<file path="src/rtl/instr_fetch.sv">
// ----------------------------------------------------------------------------
// instr_fetch
// Purpose: single-outstanding instruction fetch unit. It requests a word at
//          pc, captures it in a register, then waits for the consumer to
//          advance or redirect the PC. A halt request parks the unit until
//          reset.
// Ports:
//   clk, resetn        rising-edge clock, async active-low reset
//   mem_req/mem_addr   fetch request and address (mem_addr == pc)
//   mem_ready/mem_rdata memory response (data valid when mem_ready=1)
//   pc_inc             advance to pc+4 (when holding an instruction)
//   jump/jump_target   redirect to word-aligned jump_target
//   halt               stop fetching until reset
//   instruction        registered fetched word
//   instr_valid        instruction holds a freshly fetched word
//   pc                 address of current / pending instruction
//   halted             unit is parked in HALTED
// ----------------------------------------------------------------------------
module instr_fetch #(
   parameter int unsigned   AW       = 32,
   parameter logic [AW-1:0] RESET_PC = 32'h0000_0000,
   parameter logic [AW-1:0] NOP_WORD = 32'h0000_0000
) (
   input  logic          clk,
   input  logic          resetn,
   output logic          mem_req,
   output logic [AW-1:0] mem_addr,
   input  logic          mem_ready,
   input  logic [AW-1:0] mem_rdata,
   input  logic          pc_inc,
   input  logic          jump,
   input  logic [AW-1:0] jump_target,
   input  logic          halt,
   output logic [AW-1:0] instruction,
   output logic          instr_valid,
   output logic [AW-1:0] pc,
   output logic          halted
);

   typedef enum logic [1:0] {
      FETCH  = 2'd0,
      HOLD   = 2'd1,
      HALTED = 2'd2
   } state_e;

   state_e          state_q, state_d;
   logic [AW-1:0]   pc_q, pc_d;
   logic [AW-1:0]   instr_q, instr_d;
   logic            valid_q, valid_d;

   // State and datapath registers
   always_ff @(posedge clk or negedge resetn) begin
      if (!resetn) begin
         state_q <= FETCH;
         pc_q    <= RESET_PC;
         instr_q <= NOP_WORD;
         valid_q <= 1'b0;
      end else begin
         state_q <= state_d;
         pc_q    <= pc_d;
         instr_q <= instr_d;
         valid_q <= valid_d;
      end
   end

   // Next-state logic; priority halt > jump > pc_inc > mem_ready
   always_comb begin
      state_d = state_q;
      pc_d    = pc_q;
      instr_d = instr_q;
      valid_d = valid_q;
      unique case (state_q)
         FETCH: begin
            // jump / pc_inc are meaningless until the pending word arrives
            if (halt) begin
               state_d = HALTED;
               valid_d = 1'b0;
            end else if (mem_ready) begin
               state_d = HOLD;
               instr_d = mem_rdata;
               valid_d = 1'b1;
            end
         end
         HOLD: begin
            if (halt) begin
               state_d = HALTED;
               valid_d = 1'b0;
            end else if (jump) begin
               state_d = FETCH;
               pc_d    = jump_target & ~AW'(3);
               valid_d = 1'b0;
            end else if (pc_inc) begin
               state_d = FETCH;
               pc_d    = pc_q + AW'(4);
               valid_d = 1'b0;
            end
         end
         HALTED: begin
            state_d = HALTED;
         end
         default: begin
            state_d = HALTED;
            valid_d = 1'b0;
         end
      endcase
   end

   // Request is gated by reset so the bus stays quiet while held in reset
   assign mem_req     = resetn && (state_q == FETCH);
   assign mem_addr    = pc_q;
   assign pc          = pc_q;
   assign instruction = instr_q;
   assign instr_valid = valid_q;
   assign halted      = (state_q == HALTED);

endmodule

</file>
<file path="config.mk">
export PLATFORM = sky130hd
export DESIGN_NAME = instr_fetch
export DESIGN_NICKNAME = d
export VERILOG_FILES = /design/src/rtl/instr_fetch.sv
export SDC_FILE = /design/constraint.sdc
export NUM_CORES = 1
export LEC_CHECK = 0
export CORE_MARGIN = 2
export CORE_UTILIZATION = 46
export CTS_CLUSTER_SIZE = 25
export DETAILED_ROUTE_END_ITERATION = 10
export PLACE_DENSITY = 0.84
export SLEW_MARGIN = 10
export SYNTH_ARGS = -nofsm -noshare
export SYNTH_HDL_FRONTEND = slang
export SYNTH_SLANG_ARGS = --single-unit
</file>
<file path="constraint.sdc">
create_clock -name clk -period 4.5 [get_ports clk]
set_input_delay 0.675 -clock clk [delete_from_list [all_inputs] [get_ports clk]]
set_output_delay 0.675 -clock clk [all_outputs]
set_load 0.01 [all_outputs]
</file>
# After elaboration in Yosys (flattened, before gate mapping)
# Index checks and enable logic that the tools add are counted.
dict set report classes {
  muxes 14
  add_sub_neg 1
  n_eq_ne 4
  n_reduce_logical 7
  bitwise_logic 2
}
# operator count
set op_table {}
lappend op_table {{32-bit 2-to-1 mux} 2}
lappend op_table {{32-bit by 3-bit adder with 32-bit output, second input constant} 1}
lappend op_table {{2-bit 2-to-1 mux} 5}
lappend op_table {{3-bit AND reduction} 3}
lappend op_table {{1-bit 2-to-1 mux} 5}
lappend op_table {{4-bit != test, second input constant} 1}
lappend op_table {{2-bit case mux with 2 select lines} 1}
lappend op_table {{3-bit != test, second input constant} 1}
lappend op_table {{1-bit case mux with 3 select lines} 1}
lappend op_table {{2-bit by 1-bit equality test with 1-bit output, second input constant} 1}
lappend op_table {{2-bit equality test, second input constant} 1}
lappend op_table {{2-bit logical NOT} 1}
lappend op_table {{1-bit inverter} 2}
lappend op_table {{2-bit AND reduction} 1}
lappend op_table {{2-bit nonzero test} 1}
lappend op_table {{1-bit logical AND} 1}
dict set report totals {
  output_inout_bits 99
  input_bits 70
  elab_cells 32
  ff_bits 67
}

# Logic depth before layout (Yosys ltp)
# Gate-level depths: netlist of the first run.
dict set report logic_depth {
  ltp_word 4
  ltp_mapped 7
  mapped_depth_nobuf 5
}

# Worst setup path after synthesis of the first run
# OpenSTA, ideal clock, no wires.
dict set report synth_path {
  kind {input -> register}
  start {input port halt}
  end {register pc_q[11] (netlist: mem_addr[11])}
  setup_ns 0.136
  path_slack_ns 2.673
  arrival_ns 1.691
  stages 7
  n_path_buf 2
  required_ns 4.364
  cell_sequence {nor2_2 inv_2 or2_1 buf_2 buf_2 o21ai_0 o21ai_0}
}
dict set report synth_between {
  elab_chain_cells 2
}
# element line
set synth_lines {}
lappend synth_lines {{start: declaration} 33} ;# input logic halt,
lappend synth_lines {{1-bit inverter (no source line)} -}
lappend synth_lines {{3-bit AND reduction (no source line)} -}
lappend synth_lines {{end signal: assignment} 60} ;# pc_q <= pc_d;
lappend synth_lines {{end: declaration} 47} ;# logic [AW-1:0] pc_q, pc_d;
# No other way between the ends.
# A chain may end at the register's enable or synchronous reset.

# Worst setup path in the final report of the first run
dict set report layout_path {
  start {input port pc_inc}
  end {register pc_q[5] (netlist: mem_addr[5])}
}
dict set report layout_between {
  elab_chain_cells 2
}
# element line
set layout_lines {}
lappend layout_lines {{start: declaration} 30} ;# input logic pc_inc,
lappend layout_lines {{2-bit nonzero test (no source line)} -}
lappend layout_lines {{3-bit AND reduction (no source line)} -}
# No other way between the ends.

==> flow_summary.toml, run 1 <==
[outcome]
status = "complete, no violations"

[pwr]
intPower_mw = 1.05
p_clk_share_pct = 40.2
pwr-share-seq_pct = 45.2
comb_power_share_pct = 14.6
p_leak_nw = 2.21
switching_share_pct = 24.3
power.density_nw_per_um2 = 253
p_total_mw = 1.39
p_sw_mw = 0.336
ir_drop_mv = 0.168

[setup_path]
path_cells = "clkdlybuf4s50_1 -> o21ai_1 -> or2_1 -> buf_4 -> a21oi_1 -> a2bb2oi_1"
setup.worst_path.end_class = "flip-flop"
worstSetupPathType = "in -> reg"
reg2reg_from = "state_q[0]"
start_kind = "input pin"
path_max_fanout = 18
cp_data_required_time_ns = 4.70
r2r_cells = 5
arrival_ns = 2.80
cp_slowest_stage_delay_ns = 0.66
crit_start = "pc_inc"
critPathSlowestCell = "o21ai_1"
r2r_slack_ns = 2.22

[detailed_routing]
ant_nets = 0
vias = 3626
drt-initial-drc-count = 185
first_pass_iters = 5
drt-total-wl_um = 11100
drc = 0
vias_per_cell = 5.94
routedWlPerCell_um = 18.2

[logic_synthesis]
yosysTopAreaCell = "dfrtp_1"
postSynthAreaPerCell_um2 = 10.2
synthesis.area_um2 = 3850
synth_cell_types = 61
syn_inst = 379
async_reset_ff_share_pct = 100
ys_ff_latch = 65
synth.top_cell.area_share_pct = 42.2
synth_most_common_cell = "dfrtp_1"
synth_area_leaders = "dfrtp_1, mux2_2, buf_4, o21ai_0, nand4_1"
synth_edf_count = 0
synth_seq_area_share_pct = 42.2
synthFlopType = "dfrtp_1"
yosys_warnings = 0
synth_commonest_cells = "dfrtp_1, buf_4, mux2_2"

[final_layout]
post_layout_nonfiller_instances = 610
seq_area_um2 = 1630
multi_input_area_um2 = 1820
drive_gt1_share_pct = 15.2
fin_nets = 571
n_fill_cell = 657
area.growth.synth_to_final_pct = 42.1
insertedDiodeCount = 0

[sta]
drv_slew = 0
hold_slack_ns = 0.508
max_freq_ghz = 0.384
fin_skew_ns = 0.00558
hold_viol = 0
min_period_ns = 2.60
layout_setup_ws_ns = 1.90
period_share_pct = 57.8
setup_viol = 0
finalSetupTns_ns = 0
rsz0062_at_grt = "no"
tightest_slew_ns = 0.838
timing.slew.headroom_pct = 44.0

[floorplan]
core_area_um2 = 8180
io-pin-count = 169
die_height_um = 95.5
die_area_um2 = 9120
fp-row-count = 33
start_util_pct = 47.1
die_w_um = 95.5

[placement]
placed_cells = 594
io_buffers = 162
gp_congestion = 0.865
post-dp-hpwl_um = 7840
post-place-ws_ns = 1.60

[cts]
cts_inserted_buffers = 9
clock_path_buffers = 2
htree_num_levels = 3
post_cts_resized = 0
clk-insertion-delay-late_ns = 0.34
cts_setup_buffers = 0
cts_root_buffer = "clkbuf_8"
cts_tree = "yes"
cts.clk_slew.worst_paths_ns = 0.08
clock-sinks = 65
cts_hold_buffers = 0

[global_route]
grt_overflow = 0
grt_pass1_vias = 3366
grt_max_degree = 66
grt_usage_pct = 24.1
antenna_found_initial = 0
grt_pass1_wl_um = 16900

[hold_path]
worstHoldPathType = "reg -> reg"
hold_start = "instruction[16]"
hold_depth = 1

[job]
max_cap_violations = 0
## power groups by stage
| stage | clock network, mW | logic, mW | registers (mW) |
|---|---|---|---|
| after floorplan | 0 | 0.0578 | 0.649 |
| after global placement | 0 | 0.200 | 0.636 |
| after detailed placement | 0 | 0.204 | 0.639 |
| after CTS | 0.564 | 0.205 | 0.627 |
| after global routing | 0.592 | 0.217 | 0.630 |
| final | 0.556 | 0.203 | 0.627 |
## state kept, by name (all words and copies together) (netlist names)
register	cells
mem_addr	30
instr_valid	1
instruction	32
state_q	2
## cells in the final DEF, fill, tap and decap left out, drive strengths merged, types with 3 or more instances in the layout
master         instances
nor4                  14
and3                   4
buf                    7
and2                   3
nor2                  26
a311o                  5
a31oi                  5
inv                    9
and4                  10
clkdlybuf4s50        160
o2bb2ai                3
a21oi                 14
or4                    5
o211ai                 3
nand4                 18
nand3                 13
a21boi                 4
mux2                  33
clkbuf                 9
dfrtp                 65
a211oi                 7
nand2                 12
a22oi                  5
nor3                   6
o21ai                 24
conb                   4
## critical path, delay by kind of cell
kind / cells / cell delay [ns]
and+or+nand+nor: 1 / 0.49
AOI/OAI and AO/OA: 3 / 0.88
buffers and inverters: 2 / 0.74
## metal layers
layer	global-route usage, %	wire length (um)	vias to the layer above
met5	0	0	-
met4	11.1	334	0
met3	4.66	873	27
met2	39.3	5380	196
met1	31.0	4530	1765
li1	-	-	1638
## path summary, 6_finish.rpt
kind | to
max reg2reg | mem_addr[29]
min reg2reg | instruction[16]
max | mem_addr[5]
min | instruction[16]
min in group asynchronous | instruction[6]
max in group asynchronous | instruction[16]
## logic make-up after synthesis
group           share of synthesized area (%)
simple gates                             20.5
compound gates                           16.1
buf+inv                                  10.8
flops                                    42.2
mux                                      9.91
fa+ha+maj                               0.325
other cells                            0.0973
## metrics by stage
step / utilization, % / cell area, um2
after floorplan: - / 3860
after global placement: 64.3 / 5260
after detailed placement: 64.3 / 5260
after CTS: 67.0 / 5480
after global routing: 67.0 / 5480
final: 67.0 / 5480
## final cells by class
class                      instances  share of cell area, %
clock inverter                     7                   1.71
clock buffer                       9                   2.26
timing repair buffer             167                   30.1
multi-input combinational        249                   33.2
inverter                           8                  0.548
tap                              105                   2.40
sequential                        65                   29.7
Note: power is estimated with default switching activity, not from simulation.
==> run 2, diff against run 1 <==
- CORE_UTILIZATION: 46 -> 39
- PLACE_DENSITY: 0.84 -> 0.75
- clock period: 4.5 -> 2.3 ns (I/O delays scaled with it)
==> run 2 against run 1 <==
  * Critical path depth decreased by 4
  * Highest routed layer unchanged
  * First-iteration DRC count is 51% higher
  * Clock power rose by 75%
  * Register-to-register slack worse by 1.9 ns
  * Clock skew rose by 0.0014 ns
  * Combinational power up 98%
==> flow_summary.toml, run 2 (synthesis results as in run 1) <==
[outcome]
status = "complete, no violations"

[sta]
hold_viol = 0
setup_viol = 0
finalSetupTns_ns = 0
max_freq_ghz = 0.507
tightest_slew_ns = 0.842
rsz0062_at_grt = "no"
timing.slew.headroom_pct = 43.9
drv_slew = 0
layout_setup_ws_ns = 0.326
period_share_pct = 85.8
fin_skew_ns = 0.00703
min_period_ns = 1.97
hold_slack_ns = 0.258

[placement]
io_buffers = 162
gp_congestion = 0.879
post-dp-hpwl_um = 8610
place_area_um2 = 5370
post-place-ws_ns = 0.163

[final_layout]
largest_reg_flops = 32
finish.utilization_pct = 57.4
drive_gt1_share_pct = 16.6
area.growth.synth_to_final_pct = 44.3
fin_nets = 579
insertedDiodeCount = 0
n_fill_cell = 833
final_cell_area_um2 = 5560
final_common_cell = "clkdlybuf4s50_1"
layout_common_cells = "clkdlybuf4s50_1, dfrtp_1, mux2_2"

[pwr]
p_leak_nw = 2.25
ir_drop_mv = 0.244
power.density_nw_per_um2 = 468

[global_route]
use_met1_pct = 28.6
met2_usage_pct = 34.7
grtUsageMet3_pct = 4.64
grt_max_degree = 66
grt_pass1_wl_um = 17700
grt_usage_pct = 21.4
grt_overflow = 0
top_usage_layer = "met2"
antenna_found_initial = 0
grt_pass1_vias = 3397

[cts]
cts_setup_buffers = 0
cts_inserted_buffers = 9
htree_num_levels = 3
cts_root_buffer = "clkbuf_8"
clock-sinks = 65
cts_hold_buffers = 0
clock_path_buffers = 2
clk-insertion-delay-late_ns = 0.35
cts_tree = "yes"
cts.clk_slew.worst_paths_ns = 0.07
post_cts_resized = 0

[detailed_routing]
vias = 3641
drc = 0
first_pass_iters = 7
routedWlPerCell_um = 18.2
drt-initial-drc-count = 280
drt-total-wl_um = 11800
vias_per_cell = 5.64
ant_nets = 0

[floorplan]
die_w_um = 103
die_height_um = 103
core_area_um2 = 9680
die_area_um2 = 10700
start_util_pct = 39.8
io-pin-count = 169
fp-row-count = 36

[hold_path]
worstHoldPathType = "in -> async"

[setup_path]
worstSetupPathType = "reg -> out"
start_kind = "flip-flop"
path_max_fanout = 10
critPathSlowestCell = "clkdlybuf4s50_1"
setup.worst_path.end_class = "primary output"
arrival_ns = 1.63
path_cells = "nor3b_1 -> clkdlybuf4s50_1"
cp_slowest_stage_delay_ns = 0.58
cp_data_required_time_ns = 1.96

[job]
max_cap_violations = 0
-- run 2: cell types whose count changed in the layout (fill, tap and decap cells not counted), sizes merged --
cell / previous run / this run
clkbuf: 9 / 10
clkinvlp: 2 / 1
buf: 7 / 15
bufinv: 2 / 1
inv: 9 / 8
clkinv: 2 / 4
-- run 2: cell type report --
cell class                 instances  area, um2  share of cell area (%)
tap                              133        166                    2.99
clock buffer                      10        138                    2.48
inverter                           8       30.0                   0.540
timing repair buffer             175       1720                    31.0
sequential                        65       1630                    29.3
clock inverter                     6       57.6                    1.04
multi-input combinational        249       1820                    32.7
-- run 2: path summary, 6_finish.rpt --
kind | from | to | slack, ns | cells after the start
min in group clk | instruction[29] | instruction[29] | 0.51 | 1
hold / removal | resetn | mem_addr[27] | 0.26 | 2
hold reg to reg | instruction[29] | instruction[29] | 0.51 | 1
max in group asynchronous | resetn | mem_addr[23] | 1.49 | 2
setup reg to reg | mem_addr[2] | mem_addr[16] | 0.35 | 6
setup / recovery | state_q[0] | mem_req | 0.33 | 2
-- run 2: through the flow --
stage	instances	power (mW)
final	646	2.60
after global routing	646	2.72
after CTS	646	2.63
after detailed placement	630	1.65
after global placement	630	1.64
after floorplan	382	1.38
-- run 2: where the power goes --
group / leakage, nW / internal [mW] / switching [mW]
Combinational: 1.31 / 0.251 / 0.151
Sequential: 0.833 / 1.19 / 0.0336
Clock: 0.102 / 0.522 / 0.449
Total: 2.25 / 1.97 / 0.634
-- run 2: worst max-delay path: cells and delay by family, from the launching register on --
kind	cells	cell delay, ns
buffers and inverters	1	0.58
DFF	1	0.48
and+or+nand+nor	1	0.22
-- run 2: layer usage --
metal | share of wire, % | vias up
li1 | - | 1649
met5 | 0 | -
met4 | 1.8 | 0
met3 | 7.3 | 20
met1 | 39 | 1783
met2 | 52 | 189
==> RTL edit 1, RTL diff (config.mk and constraints of run 2) <==
Set the parameter `AW` to 48 (it was 32).
--- a/src/rtl/instr_fetch.sv
+++ b/src/rtl/instr_fetch.sv
@@ -19,3 +19,3 @@
 module instr_fetch #(
-   parameter int unsigned   AW       = 32,
+   parameter int unsigned   AW       = 48,
    parameter logic [AW-1:0] RESET_PC = 32'h0000_0000,
Ports: changed (5 resized); port bits go from 169 to 249. No check against the original RTL was run, so the function may have changed too.
==> RTL edit 1 against run 2 <==
  * Sequential share of layout area grew 0.41 points
  * Setup slack lost 0.16 ns
  * Cell area grew 47%
  * Synthesized cell count grew 47%
  * Synthesized area grew 41%
  * Total power grew 49%
  * Sequential cell count grew 32
  * Sequential power grew 49%
  * Routed wire length grew 46%
  * Critical path type is now reg2reg
  * Largest power group unchanged
==> RTL edit 1: results (changes against run 2) <==
setup slack, reg-to-reg 0.17 ns (-0.18 ns); Clock group 0.00146 W (+50%); CTS H-tree lvls 3 (unchanged); first-pass GRT wire length 26300 um (+48%); antenna violations before repair 0 (unchanged); GR Layer Usage met3 3.42% (-1.2 points); DPL Wire Length 12900 um (+50%); Reg power frac 47.2% (about the same); Pleak 3.32 nW (+48%); Ys Warns 0 (unchanged); Bufs on Longest Clock Path 2 (unchanged); hold buffer count at CTS 0 (unchanged); worst-margin pin slew 0.695 ns (-0.146 ns); CP startpoint mem_addr[32]; post-cts resize count 0 (unchanged); layout cell share with drive strength beyond 1 14.5% (-2.0 points); grt met1 use 29.4% (+0.85 points); status completed; CTS clk-pin slew, worst paths 0.07 ns (about the same); Post-CTS Setup Inserts 0 (unchanged); final wirelength 17200 um (+46%); GPL Wtd Cong 0.859 (-2.3%); crit-path max FO 7 (-3); clk_lat worst skew 0.35 ns (about the same); commonest register cell after synthesis dfrtp_1; DRT antenna net count 0 (unchanged); clock skew 0.0101 ns (+0.00305 ns); GR met2 Demand/Resource 38.6% (+3.8 points); Netlist cell types 57 (-6.6%); # setup viols final 0 (unchanged); post-synthesis async set-or-reset flop share 100% (unchanged); vias in the first global route 5058 (+49%); Setup CP Type reg2reg; Num CTS Buffers 9 (unchanged); Reg-to-Reg End mem_addr[47]; Worst path max stage delay 0.64 ns (+0.06 ns); Initial DRC Count 467 (+67%); max reg flops 48 (+50%); register area share after synthesis 44.8% (+2.5 points); first-pass iteration count of the detailed router 5 (-2); IO buf count 242 (+49%); root buffer cell clkbuf_16; number of diodes 0 (unchanged); worst endpoint data arrival time 2.37 ns (+0.74 ns); vias per inst 5.57 (-1.1%); min-delay worst type in2async; Fillers 1162 (+39%); CP max stage cell or4_1; worst IR drop on VDD 347 uV (+42%); Internal Power 0.00291 W (+48%); synth top area cells dfrtp_1 45%, mux2_2 10%, buf_4 7.1%; largest net degree at the start of global routing 54 (-18%); R2R cell count 5 (-1); GRT Total Usage 22.8% (+1.3 points); Final nets 868 (+50%); critical path's top delay family simple AND/OR/NAND/NOR gates; most instantiated cells after synthesis 97 x dfrtp_1, 51 x buf_4, 49 x mux2_2, 33 x a21oi_1, 33 x o21ai_0
[RTL edit 1: changes by cell type after synthesis, sizes merged, moves of 9 or more]
cell | run 2 | this run
a21oi | 14 | 33
and3 | 4 | 15
clkbuf | 6 | 26
dfrtp | 65 | 97
mux2 | 33 | 49
nand2 | 12 | 29
nand3 | 13 | 22
nor3 | 6 | 24
nor4 | 14 | 5
o21ai | 24 | 33
[RTL edit 1: cell families (layout without fill, tap and decap cells)]
| kind of cell | count (synthesis) | in the layout | share of synthesized area (%) |
|---|---|---|---|
| adder cells (fa/ha/maj) | 1 | 1 | 0.231 |
| AO/OA/AOI/OAI | 125 | 125 | 14.8 |
| multiplexers | 51 | 51 | 10.5 |
| other | 1 | 4 | 0.0691 |
| AND/OR/NAND/NOR | 186 | 186 | 19.4 |
| flip-flops | 97 | 97 | 44.8 |
| buffers and inverters | 95 | 306 | 10.2 |
[RTL edit 1: stage by stage]
step	worst slack [ns]	hold WS (ns)	cell area, sq um	std cells	power, W
final	0.169	0.178	8180	950	0.00388
after global placement	0.133	0.489	7900	934	0.00244
after global routing	0.0584	0.236	8180	950	0.00403
after floorplan	0.223	0.0494	5440	559	0.00205
after detailed placement	0.0828	0.494	7900	934	0.00245
after CTS	0.196	0.200	8180	950	0.00391
[RTL edit 1: cell type report]
type / instances / area (sq um) / share of cell area [%]
Clock buffer: 9 / 225 / 2.75
Clock inverter: 7 / 60.1 / 0.734
Inverter: 9 / 33.8 / 0.413
Multi-Input combinational cell: 367 / 2450 / 30.0
Sequential cell: 97 / 2430 / 29.7
Tap cell: 180 / 225 / 2.75
Timing Repair Buffer: 281 / 2760 / 33.7
[RTL edit 1: metal layers]
layer  up-vias  part of all wire, %
met1      2591                   40
met2       229                   51
li1       2441                    -
met4         0                  2.3
met5         -                    0
met3        32                  6.3
==> RTL edit 2, RTL diff (flow settings as in run 2) <==
Made on the original files. Add an input register stage for `jump_target`, with the module's reset; this delays it by one clock. The other inputs are not delayed to match.
--- a/src/rtl/instr_fetch.sv
+++ b/src/rtl/instr_fetch.sv
@@ -45,2 +45,12 @@
 
+   logic [AW-1:0] jump_target_q;
+
+   always_ff @(posedge clk or negedge resetn) begin
+      if (!resetn) begin
+         jump_target_q <= '0;
+      end else begin
+         jump_target_q <= jump_target;
+      end
+   end
+
    state_e          state_q, state_d;
@@ -89,3 +99,3 @@
                state_d = FETCH;
-               pc_d    = jump_target & ~AW'(3);
+               pc_d    = jump_target_q & ~AW'(3);
                valid_d = 1'b0;
Behaviour: not the same (Yosys sat finds a counterexample within 4 cycles, from zero or initial values and one cycle with resetn low).
==> RTL edit 2 against run 2 <==
  * Total power up 36%
  * Sequential cell count up 30
  * Synthesized area up 16%
  * Hold slack worse by 0.18 ns
  * Setup slack better by 0.044 ns
  * Routed wire length down 1.8%
  * Cell area up 13%
  * Register-to-register slack better by 0.02 ns
  * Non-clock buffer count down 2
  * Utilization down 1.9 points
==> RTL edit 2: results (changes against run 2) <==
status completed; critical path's top delay family simple AND/OR/NAND/NOR gates; GRT Total Usage 19.3% (-2.1 points); DPL Wire Length 8250 um (-4.2%); clock skew 0.00798 ns (+0.000950 ns); vias in the first global route 3822 (+13%); Final nets 604 (+4.3%); DP Worst Slack 0.0936 ns (-0.0692 ns); CP startpoint mem_addr[10]; CP endpoint mem_addr[24]; most instantiated cells after synthesis 95 x dfrtp_1, 35 x buf_4, 32 x mux2_2, 29 x o21ai_0, 28 x nand2_1; final wirelength 11600 um (-1.8%); largest net degree at the start of global routing 96 (+45%); first-pass GRT wire length 18900 um (+6.5%); CP max stage cell nor4_4; Netlist cell types 50 (-18%); worst IR drop on VDD 395 uV (+62%); Initial DRC Count 161 (-43%); vias per inst 5.40 (-4.2%); worst endpoint data arrival time 2.20 ns (+0.57 ns); Worst Slack Setup Final 0.370 ns (+0.0439 ns); register area share after synthesis 53.2% (+11 points); worst-margin pin slew 0.602 ns (-0.239 ns); post-synthesis async set-or-reset flop share 100% (unchanged); Final TNS setup 0 ns (unchanged); Pleak 2.60 nW (+16%); synth top area cells dfrtp_1 53%, mux2_2 8.1%, buf_4 5.9%
-- RTL edit 2: worst reg2reg max path, stage by stage, from the launching register on --
cell and delay (ns):
dfrtp_1 0.55, nand4_4 0.23, nor4_4 0.64, nand4_1 0.17, o2bb2ai_1 0.15, a21oi_1 0.12
-- RTL edit 2: worst min path at each step --
stage | from | slack (ns) | cells past startpoint | endpoint
floorplan | resetn | 0.05 | 0 | instr_valid
global placement | instruction[7] | 0.47 | 1 | instruction[7]
detailed placement | resetn | 0.49 | 2 | jump_target_q[2]
CTS | resetn | 0.11 | 2 | jump_target_q[2]
global route | resetn | 0.10 | 2 | jump_target_q[2]
finish | resetn | 0.08 | 2 | jump_target_q[2]
-- RTL edit 2: per-stage QoR --
step / power [W] / cells / utilization, % / cell area (sq um)
finish: 0.00355 / 680 / 55.5 / 6280
global route: 0.00370 / 680 / 55.5 / 6280
CTS: 0.00360 / 680 / 55.5 / 6280
detailed placement: 0.00224 / 665 / 53.2 / 6020
global placement: 0.00223 / 665 / 53.2 / 6020
floorplan: 0.00195 / 406 / - / 4480
-- RTL edit 2: layout make-up --
class                      count  area (sq um)
fill                         967          5040
timing repair buffer         173          1730
clock buffer                  14           254
clock inverter                 1          5.00
tap                          143           179
multi-input combinational    251          1720
inverter                       3          11.3
sequential                    95          2380
-- RTL edit 2: power breakdown --
| group | leakage, nW | total [W] | switching, W | internal, W |
|---|---|---|---|---|
| Combinational | 1.30 | 0.000410 | 0.000158 | 0.000252 |
| Sequential | 1.18 | 0.00179 | 0.0000443 | 0.00175 |
| Clock | 0.127 | 0.00134 | 0.000586 | 0.000756 |
| Total | 2.60 | 0.00355 | 0.000788 | 0.00276 |
-- RTL edit 2: kinds of logic after synthesis --
group	after synthesis	share of synthesized area, %
other	1	0.0839
AOI/OAI and AO/OA	80	11.8
muxes	37	9.21
DFF	95	53.2
buffers and inverters	60	8.57
adders and majority gates	1	0.280
and+or+nand+nor	129	16.8
-- RTL edit 2: per-layer routing --
metal	up-vias	wire length, um	global-route usage [%]
met2	209	5330	30.3
met3	23	1410	8.42
li1	1685	-	-
met5	-	0	0
met4	0	289	9.79
met1	1755	4530	22.6
